===== src/rtl/m_pool_sched.sv =====
// Ping-pong bank scheduler between the layer-1 feature-map writer and the
// max-pool/ReLU reader; tracks bank occupancy, issues one pass per filled bank.
module m_pool_sched #(
    parameter int CH_NUM = 4,
    parameter int CH_W   = 3
) (
    input  logic            clk,
    input  logic            rst,
    input  logic            wr_done,
    output logic            wr_bank,
    output logic            wr_allow,
    output logic            pool_start,
    output logic            rd_bank,
    input  logic            pool_done,
    output logic [CH_W-1:0] ch_idx,
    output logic            busy,
    output logic            layer_done,
    input  logic            layer_clear,
    output logic            err
);

    typedef enum logic [1:0] {
        S_IDLE  = 2'd0,
        S_START = 2'd1,
        S_RUN   = 2'd2,
        S_DONE  = 2'd3
    } state_t;

    localparam logic [CH_W-1:0] CH_LAST = CH_W'(CH_NUM - 1);
    localparam logic [CH_W-1:0] CH_MAX  = CH_W'(CH_NUM);

    state_t          state;
    state_t          state_nxt;
    logic [1:0]      full;
    logic [1:0]      full_nxt;
    logic [CH_W-1:0] wr_cnt;
    logic            clr;
    logic            wr_acc;
    logic            wr_rej;
    logic            rd_fin;

    // Every output is decoded from registered state only.
    assign wr_allow   = !full[wr_bank] && (wr_cnt < CH_MAX);
    assign pool_start = (state == S_START);
    assign busy       = (state == S_START) || (state == S_RUN);
    assign layer_done = (state == S_DONE);

    assign clr    = (state == S_DONE) && layer_clear;
    // A write colliding with the layer rearm is refused so the new layer starts empty.
    assign wr_acc = wr_done && wr_allow && !clr;
    assign wr_rej = wr_done && !wr_acc;
    assign rd_fin = (state == S_RUN) && pool_done;

    always_comb begin
        full_nxt = full;
        if (rd_fin) begin
            full_nxt[rd_bank] = 1'b0;
        end
        if (wr_acc) begin
            full_nxt[wr_bank] = 1'b1;
        end
    end

    always_comb begin
        state_nxt = state;
        case (state)
            S_IDLE: begin
                if (full[rd_bank]) begin
                    state_nxt = S_START;
                end
            end
            S_START: begin
                state_nxt = S_RUN;
            end
            S_RUN: begin
                if (pool_done) begin
                    state_nxt = (ch_idx == CH_LAST) ? S_DONE : S_IDLE;
                end
            end
            S_DONE: begin
                if (layer_clear) begin
                    state_nxt = S_IDLE;
                end
            end
            default: begin
                state_nxt = S_IDLE;
            end
        endcase
    end

    always_ff @(posedge clk or posedge rst) begin
        if (rst) begin
            state <= S_IDLE;
        end else begin
            state <= state_nxt;
        end
    end

    always_ff @(posedge clk or posedge rst) begin
        if (rst) begin
            full    <= 2'b00;
            wr_bank <= 1'b0;
            rd_bank <= 1'b0;
            ch_idx  <= '0;
            wr_cnt  <= '0;
            err     <= 1'b0;
        end else begin
            if (wr_rej) begin
                err <= 1'b1;
            end
            if (clr) begin
                full    <= 2'b00;
                wr_bank <= 1'b0;
                rd_bank <= 1'b0;
                ch_idx  <= '0;
                wr_cnt  <= '0;
            end else begin
                full <= full_nxt;
                if (wr_acc) begin
                    wr_bank <= !wr_bank;
                    wr_cnt  <= wr_cnt + 1'b1;
                end
                if (rd_fin) begin
                    rd_bank <= !rd_bank;
                    if (ch_idx != CH_LAST) begin
                        ch_idx <= ch_idx + 1'b1;
                    end
                end
            end
        end
    end

endmodule


===== config.mk =====
export PLATFORM = sky130hd
export DESIGN_NAME = m_pool_sched
export DESIGN_NICKNAME = d
export VERILOG_FILES = /design/src/rtl/m_pool_sched.sv
export SDC_FILE = /design/constraint.sdc
export NUM_CORES = 1
export LEC_CHECK = 0
export BUFFER_PORTS_ARGS = -buffer_cell sky130_fd_sc_hd__buf_2
export CAP_MARGIN = 20
export CORE_MARGIN = 1
export CORE_UTILIZATION = 38
export DETAILED_ROUTE_END_ITERATION = 8
export PLACE_DENSITY = 0.65
export SYNTH_ARGS = -nofsm -noshare
export SYNTH_HDL_FRONTEND = slang
export SYNTH_SLANG_ARGS = --single-unit

===== constraint.sdc =====
create_clock -name clk -period 3 [get_ports clk]
set_clock_uncertainty 0.15 [all_clocks]
set_input_delay 0.3 -clock clk [delete_from_list [all_inputs] [get_ports clk]]
set_output_delay 0.3 -clock clk [all_outputs]
set_load 0.005 [all_outputs]

; Yosys cells after proc, flatten, opt, wreduce, memory -nomap -nowiden
; Index checks and enable logic that the tools add are counted.
[word_totals]
regBits = 13
out_inout_bits = 10
elab_cells = 70
[op_classes]
addsub = 2
n_lt_le_gt_ge = 5
n_eq_ne = 8
n_mux = 25
bitwise_logic = 3
reduce_logical = 20
[ops]
columns = op, count
row1 = two-way mux 3 bit, 5
row2 = two-way mux 2 bit, 7
row3 = two-way mux 1 bit, 10
row4 = logical AND 1 bit, 8
row5 = case mux 2 bit (4 select lines), 1
row6 = adder 3 x 1 -> 3 bit (second input constant), 2
row7 = nonzero test 2 bit, 3
row8 = zero test 1 bit, 5
row9 = == test 2 bit (second input constant), 2
row10 = less-than comparator 1 x 2 -> 1 bit (second input constant), 2
row11 = != test 2 bit (second input constant), 2
row12 = == test 3 x 2 -> 1 bit (second input constant), 1
row13 = less-than comparator 3 bit (second input constant), 1
row14 = != test 3 x 2 -> 1 bit (second input constant), 1
row15 = AND reduction 3 bit, 1
row16 = bitwise AND 2 bit, 1
row17 = demux 1 bit (select 1 bit), 2
row18 = == test 2 x 1 -> 1 bit (second input constant), 1
row19 = greater-or-equal comparator 1 bit (second input constant), 2
row20 = zero test 2 bit, 1
row21 = != test 2 x 1 -> 1 bit (second input constant), 1
row22 = NOT 2 bit, 1
row23 = OR 2 bit, 1
row24 = AND reduction 2 bit, 1
row25 = logical OR 1 bit, 1

; Logic depth before layout (Yosys ltp)
; Gate-level depths: netlist of the first run.
[depth]
ltp_word = 10
ltp_mapped = 5

; Least setup slack after synthesis of the first run
; OpenSTA, ideal clock, no wires.
[synth_path]
path_kind = flip-flop to flip-flop
start = reg state[0]
end = reg wr_bank
setup_ns = 0.083
t_arrival_ns = 1.433
path_slack_ns = 1.334
path_stages_with_launch = 6
n_path_buf = 1
period_less_slack_ns = 1.666
path_cell_list = dfrtp_1 ha_1 and2_1 buf_2 or4_1 o21ai_0
[synth_between]
elab_chain_len = 5
elab_cells_between_ends = 6
classes_between = 1 x eq/ne / 1 x mux / 4 x reduce/logical
[synth_lines]
columns = item, line
row1 = "start, declared", 32  ; state_t state;
row2 = "start signal, assigned", 95  ; state <= state_nxt;
row3 = == test 2 bit (*), --
row4 = net layer_done, 17  ; output logic layer_done,
row5 = logical AND 1 bit (*), 48  ; assign clr = (state == S_DONE) && layer_clear;
row6 = zero test 1 bit, 50  ; assign wr_acc = wr_done && wr_allow && !clr;
row7 = logical AND 1 bit, 50
row8 = nonzero test 2 bit (no source line), --
row9 = "end signal, assigned", 120  ; wr_bank <= !wr_bank;
row10 = "end, declared", 10  ; output logic wr_bank,
; Mark *: on every way through the listed nets, which the timed path passes. The rest lies on a longest branch.
; A chain may end at the register's enable or synchronous reset.

; Worst setup path in the final report of the first run
[layout_path]
start = reg wr_bank
end = out wr_allow
[layout_between]
elab_chain_len = 4
[layout_lines]
columns = item, line
row1 = two-way mux 1 bit (not written as such) (2 in a row), 43  ; assign wr_allow = !full[wr_bank] && (wr_cnt < CH_MAX);
row2 = zero test 1 bit, 43
row3 = logical AND 1 bit, 43
row4 = "end, declared", 11  ; output logic wr_allow,
; No other way between the ends. The select of a mux whose other input is x is not followed.

==> results of run 1 <==
==> kinds of logic (layout without fill, tap and decap cells) <==
kind of cell / Yosys count / in the layout
xor gates and xnor gates: 2 / 2
AOI/OAI and AO/OA: 18 / 18
adders and majority gates: 8 / 8
and+or+nand+nor: 24 / 24
buffers and inverters: 5 / 23
DFF: 13 / 13
muxes: 4 / 4
==> worst max-delay path: stages, from the launching register on <==
cell and delay (ns):
dfrtp_1 0.46, mux2_4 0.35, nor2_1 0.09, buf_2 0.12
==> power breakdown <==
part | internal [mW] | total (mW) | switching (mW)
clock | 0.0495 | 0.111 | 0.0613
combinational | 0.205 | 0.414 | 0.209
sequential | 0.255 | 0.334 | 0.0789
total | 0.510 | 0.859 | 0.350
==> through the flow <==
stage / setup slack [ns] / area (µm²) / power [mW] / cells
6_report: 1.26 / 868 / 0.859 / 117
5_1_grt: 1.13 / 868 / 0.956 / 117
4_1_cts: 1.24 / 868 / 0.871 / 117
3_5_place_dp: 1.28 / 831 / 0.758 / 112
3_3_place_gp: 1.26 / 831 / 0.749 / 112
2_1_floorplan: 1.33 / 734 / 0.626 / 74
==> worst max path at each step <==
stage / from / endpoint / cells after the start
after global placement: state[1]$_DFFE_PP0P_ / wr_bank$_DFFE_PP0P_ / 4
final: wr_bank$_DFFE_PP0P_ / wr_allow / 3
after CTS: wr_bank$_DFFE_PP0P_ / wr_allow / 3
after detailed placement: state[1]$_DFFE_PP0P_ / wr_bank$_DFFE_PP0P_ / 4
after global routing: state[0]$_DFFE_PP0P_ / state[1]$_DFFE_PP0P_ / 5
after floorplan: state[0]$_DFFE_PP0P_ / wr_bank$_DFFE_PP0P_ / 5
==> cell usage in the layout (no fill, tap or decap), drive strengths merged <==
cell / instances
or3: 1
nand2b: 1
clkbuf: 3
inv: 4
xor2: 1
o31ai: 1
dfrtp: 13
dlygate4sd3: 1
o211ai: 1
a21oi: 6
nand3: 3
nor2b: 3
mux2i: 3
and2: 1
mux2: 1
a211oi: 2
ha: 8
xnor2: 1
buf: 14
or4: 1
a2bb2oi: 1
a2111oi: 1
nand2: 5
nor2: 8
and3b: 1
clkinv: 1
o21ai: 5
a31oi: 1
==> registers in the layout, indices dropped and copies added, names as in the netlist <==
name and count:
err 1, full 2, wr_bank 1, wr_cnt 3, ch_idx 3, state 2, rd_bank 1
==> repair_timing <==
action	CTS	global route
setup buffers	0	0
endpoints found under the hold margin	13	0
hold buffers	1	0
resized for setup	0	0
==> routing by layer <==
| metal | share of wire | track usage |
|---|---|---|
| met4 | 0 | 0.0176 |
| met3 | 0.046 | 0.0595 |
| met1 | 0.46 | 0.187 |
| met2 | 0.49 | 0.270 |
| met5 | 0 | 0 |
==> final cells by class <==
cell class / count / area share
well taps: 25 / 0.0360
clock buffers: 3 / 0.0259
inverters: 4 / 0.0173
clock inverters: 1 / 0.00576
flip-flops and latches: 13 / 0.375
repair buffers: 15 / 0.0922
multi-input cells: 56 / 0.448
==> results.tsv, run 1 <==
metric	value	unit
status	complete, no violations	
Mapped Area	734	µm²
final-report max-slew violation count	0	
crit path kind	flop to primary output	
Cell variety after synth	25	
Critical R2R Launch	state[0]$_DFFE_PP0P_	
CP arrival	1.29	ns
die area	2110	µm²
synth top area cells	dfrtp_1 44%, ha_1 14%, a21oi_1 4.1%, mux2i_1 4.1%, nor2_1 4.1%	
FFs w/ async S/R, synth	1.00	
Max-cap violations	0	
Avg WL per Cell	11.1	µm
register area	325	µm²
crit path max fanout	6	
vias	568	
layout cells sized above 1	0.207	
Adder-Cell Fraction of Synth Area	0.136	
Reg clk slew, reported paths	0.09	ns
area share of the largest cell type after synthesis	0.443	
Peak Freq	574	MHz
initial antenna violation count	0	
starting density of the core	0.416	
Synth area leader	dfrtp_1	
Final Cycle Share	0.581	
HPWL Detailed	1010	µm
CTS tree	yes	
measured slew at the worst slew-check pin	0.498	ns
origin of the worst min-delay path	wr_done	
post-synthesis simple-gate area fraction	0.160	
r2r worst-path depth	4	
Seq/Total Area, Yosys	0.443	
Lkg Pwr	0.427	nW
drt first pass iters	2	
cells after synthesis	74	
Commonest cells post-synth	13 x dfrtp_1, 8 x ha_1, 8 x nor2_1	
via-per-instance ratio	4.85	
CTS buffer count	3	
Hold WS	0.149	ns
Ys Warns	0	
Clock Latency Late Sink	0.28	ns
Util after Layout	0.492	
Mapped Nets	87	
Synth Area in XOR/XNOR	0.0239	
clk buf depth	2	
footprint of the multi-input gates	389	µm²
Total GRT Usage	0.156	
DRT iter0 DRCs	8	
total gr overflow	0	
Worst setup SP type	flop	
Die Height	46.0	µm
R2R Setup Slk	1.27	ns
number of global-route vias before repair	582	
Worst Hold Path EP	err$_DFFE_PP0P_	
Layout Nets	106	
drc violations	0	
Synth Register Bits	13	
number of synthesized flops with an enable pin	0	
die width	46.0	µm
I/O Buffers	14	
pwr dens	989	nW/µm²
Hold Path Stages	3	
io pins	15	
mean post-synth cell area	9.93	µm²
Row Count	15	
clock sink count	13	
crit end category	primary output	
CP required	2.55	ns
core box area	1760	µm²
diode count	0	
proportion of synthesized area in mux cells	0.0613	
main combinational cell family by area after synthesis	simple AND/OR/NAND/NOR gates	
ys flop type	dfrtp_1	
Filler Cell Count	184	
Post-Route WL	1300	µm
total negative slack	0	ns
GPL Wtd Cong	0.725	
largest net degree at the start of global routing	14	
FF-to-FF End	wr_bank$_DFFE_PP0P_	
RSZ-0062 raised after global routing	false	
Tightest Hold Check Type	input port to flop	
post-synthesis compound-gate area fraction	0.148	
htree depth	1	
final setup fails	0	
Tmin final	1.74	ns
first-pass GRT wire length	2350	µm
Layout area overhead	18.2	%
clk root buf	clkbuf_4	
worst vdd ir	0.570	mV
Slew HR	0.668	
DRT antenna net count	0	
Hold Fails Final Rpt	0	
most common cell in the netlist	dfrtp_1	
(Power assumes the default switching activity.)
==> run 2, diff against run 1 <==
--- a/config.mk
+++ b/config.mk
@@ -10,7 +10,7 @@
 export CORE_MARGIN = 1
 export CORE_UTILIZATION = 38
 export DETAILED_ROUTE_END_ITERATION = 8
-export PLACE_DENSITY = 0.65
+export PLACE_DENSITY = 0.67
 export SYNTH_ARGS = -nofsm -noshare
 export SYNTH_HDL_FRONTEND = slang
 export SYNTH_SLANG_ARGS = --single-unit
==> constraint.sdc (replaced) <==
create_clock -name clk -period 1.6 [get_ports clk]
set_clock_uncertainty 0.15 [all_clocks]
set_input_delay 0.16 -clock clk [delete_from_list [all_inputs] [get_ports clk]]
set_output_delay 0.16 -clock clk [all_outputs]
set_load 0.005 [all_outputs]
==> results.tsv, run 2 (synthesis results as in run 1) <==
metric	value	unit	change
Filler Cell Count	167		-9.2%
Total GRT Usage	0.166		+0.0103
final cell count without fillers	125		+6.8%
worst path cell trace	buf_6, ha_4, and2_4, or4_1, o21ai_1		
layout cells sized above 1	0.380		+0.173
drt first pass iters	3		+1
Worst setup SP type	flop		
Hold WS	0.00604	ns	-0.143 ns
clk root buf	clkbuf_4		
Clock Latency Late Sink	0.29	ns	about the same
status	complete, no violations		
Max-cap violations	0		unchanged
Lkg Pwr	0.474	nW	+11%
footprint of the multi-input gates	452	µm²	+16%
total gr overflow	0		unchanged
vias	619		+9.0%
starting density of the core	0.416		unchanged
Post-Route WL	1490	µm	+14%
first-pass GRT wire length	2430	µm	+3.5%
Die Height	46.0	µm	unchanged
Peak Freq	629	MHz	
DR top layer	met4		
final-report max-slew violation count	0		unchanged
Avg WL per Cell	11.9	µm	+6.9%
crit end category	flop		
max incr delay on CP	0.46	ns	about the same
Hold Fails Final Rpt	0		unchanged
clk buf depth	2		unchanged
io pins	15		unchanged
DRT antenna net count	0		unchanged
drc violations	0		unchanged
DRT iter0 DRCs	11		+3
switching pwr	781	µW	+120%
CTS tree	yes		
core box area	1760	µm²	unchanged
via-per-instance ratio	4.95		+2.0%
largest net degree at the start of global routing	14		unchanged
Crit-path slowest cell	or4_1		
die area	2110	µm²	unchanged
sequential power share	0.332		-0.057
GPL Wtd Cong	0.715		-1.4%
Util after Layout	0.565		+0.0723
Layout Nets	114		+7.5%
met3 WL post-DR	37	µm	-38%
total negative slack	0	ns	unchanged
initial antenna violation count	0		unchanged
register area	327	µm²	+0.38%
Setup Slack @ Placement	-0.0170	ns	-1.30 ns
Final Cycle Share	0.993		
pwr dens	1920	nW/µm²	+94%
Gate power share	0.554		+0.072
final instance area	996	µm²	+15%
Area after DPL	881	µm²	+6.0%
HPWL Detailed	1100	µm	+8.7%
Final WS setup	0.0110	ns	-1.25 ns
most frequent cells in the layout	14 x buf_2, 12 x dfrtp_1, 8 x nor2_1		
Reg clk slew, reported paths	0.09	ns	about the same
die width	46.0	µm	unchanged
commonest non-fill, non-tap cell in the layout	buf_2		
Row Count	15		unchanged
Layout area overhead	35.6	%	
DRT met1 WL	732	µm	+22%
diode count	0		unchanged
CTS buffer count	3		unchanged
Tightest Hold Check Type	input port to flop		
worst vdd ir	0.958	mV	+68%
Top Registers	ch_idx: 3 flops, wr_cnt: 3 flops		
htree depth	1		unchanged
final setup fails	0		unchanged
number of global-route vias before repair	566		-2.7%
CP required	1.67	ns	-0.88 ns
clock sink count	13		unchanged
internal power	1.13	mW	+120%
CP arrival	1.66	ns	+0.37 ns
Cells after DPL	118		+5.4%
power consumption	1.91	mW	+120%
Routed met2 length	682	µm	+6.2%
crit path max fanout	4		-2
I/O Buffers	14		unchanged
Net Sw Frac	0.409		+0.00192
measured slew at the worst slew-check pin	0.509	ns	+0.0112 ns
Clk network pwr share	0.114		-0.015
crit path kind	flop to flop		
RSZ-0062 raised after global routing	true		
Tmin final	1.59	ns	
Slew HR	0.660		-0.00750
-- run 2: cell types whose count changed in the layout (fill, tap and decap cells not counted), moves of 2 or more --
cell and change:
inv_1 -2, inv_2 +2, ha_4 +2, nor2b_1 -2
buf_4 +7, ha_1 -2
-- run 2: metal layers --
metal / up-vias / global-route usage
met5: - / 0
met2: 9 / 0.262
met1: 291 / 0.218
met3: 5 / 0.0238
li1: 314 / -
met4: 0 / 0.0882
-- run 2: final timing paths --
kind	depth (start not counted)	start	endpoint	slack (ns)
min in group asynchronous	3	rst	err$_DFFE_PP0P_	0.28
worst max register to register	5	state[0]$_DFFE_PP0P_	wr_bank$_DFFE_PP0P_	0.01
max in group asynchronous	3	rst	state[1]$_DFFE_PP0P_	0.64
worst max-delay path	5	state[0]$_DFFE_PP0P_	wr_bank$_DFFE_PP0P_	0.01
worst min-delay path	3	wr_done	err$_DFFE_PP0P_	0.006
worst min register to register	2	wr_cnt[1]$_DFFE_PP0P_	wr_cnt[1]$_DFFE_PP0P_	0.41
-- run 2: power by group through the flow --
| stage | registers, mW | logic (mW) | clock network (mW) |
|---|---|---|---|
| floorplan | 0.611 | 0.580 | 0 |
| CTS | 0.620 | 0.941 | 0.221 |
| finish | 0.634 | 1.06 | 0.218 |
| global route | 0.656 | 1.19 | 0.229 |
| detailed placement | 0.625 | 0.894 | 0 |
| global placement | 0.616 | 0.879 | 0 |
-- run 2: layout make-up --
type                       count  area share
tap                           25      0.0314
timing repair buffer          23       0.144
multi-input combinational     56       0.454
clock buffer                   3      0.0226
sequential                    13       0.328
inverter                       4      0.0151
clock inverter                 1     0.00503
-- run 2: critical path, delay by kind of cell, from the launching register on --
kind,cells,cell delay [ns]
compound gates,1,0.08
fa+ha+maj,1,0.16
buf+inv,1,0.13
flops,1,0.42
simple gates,2,0.59
-- run 2: what timing repair did --
action / 4_1_cts / 5_1_grt
setup buffers: 0 / 2
pin swaps: 0 / 3
endpoints found under the hold margin: 13 / 0
resized for setup: 3 / 12
hold buffers: 1 / 0
endpoints found under the setup margin: 2 / 5
cloned: 0 / 0
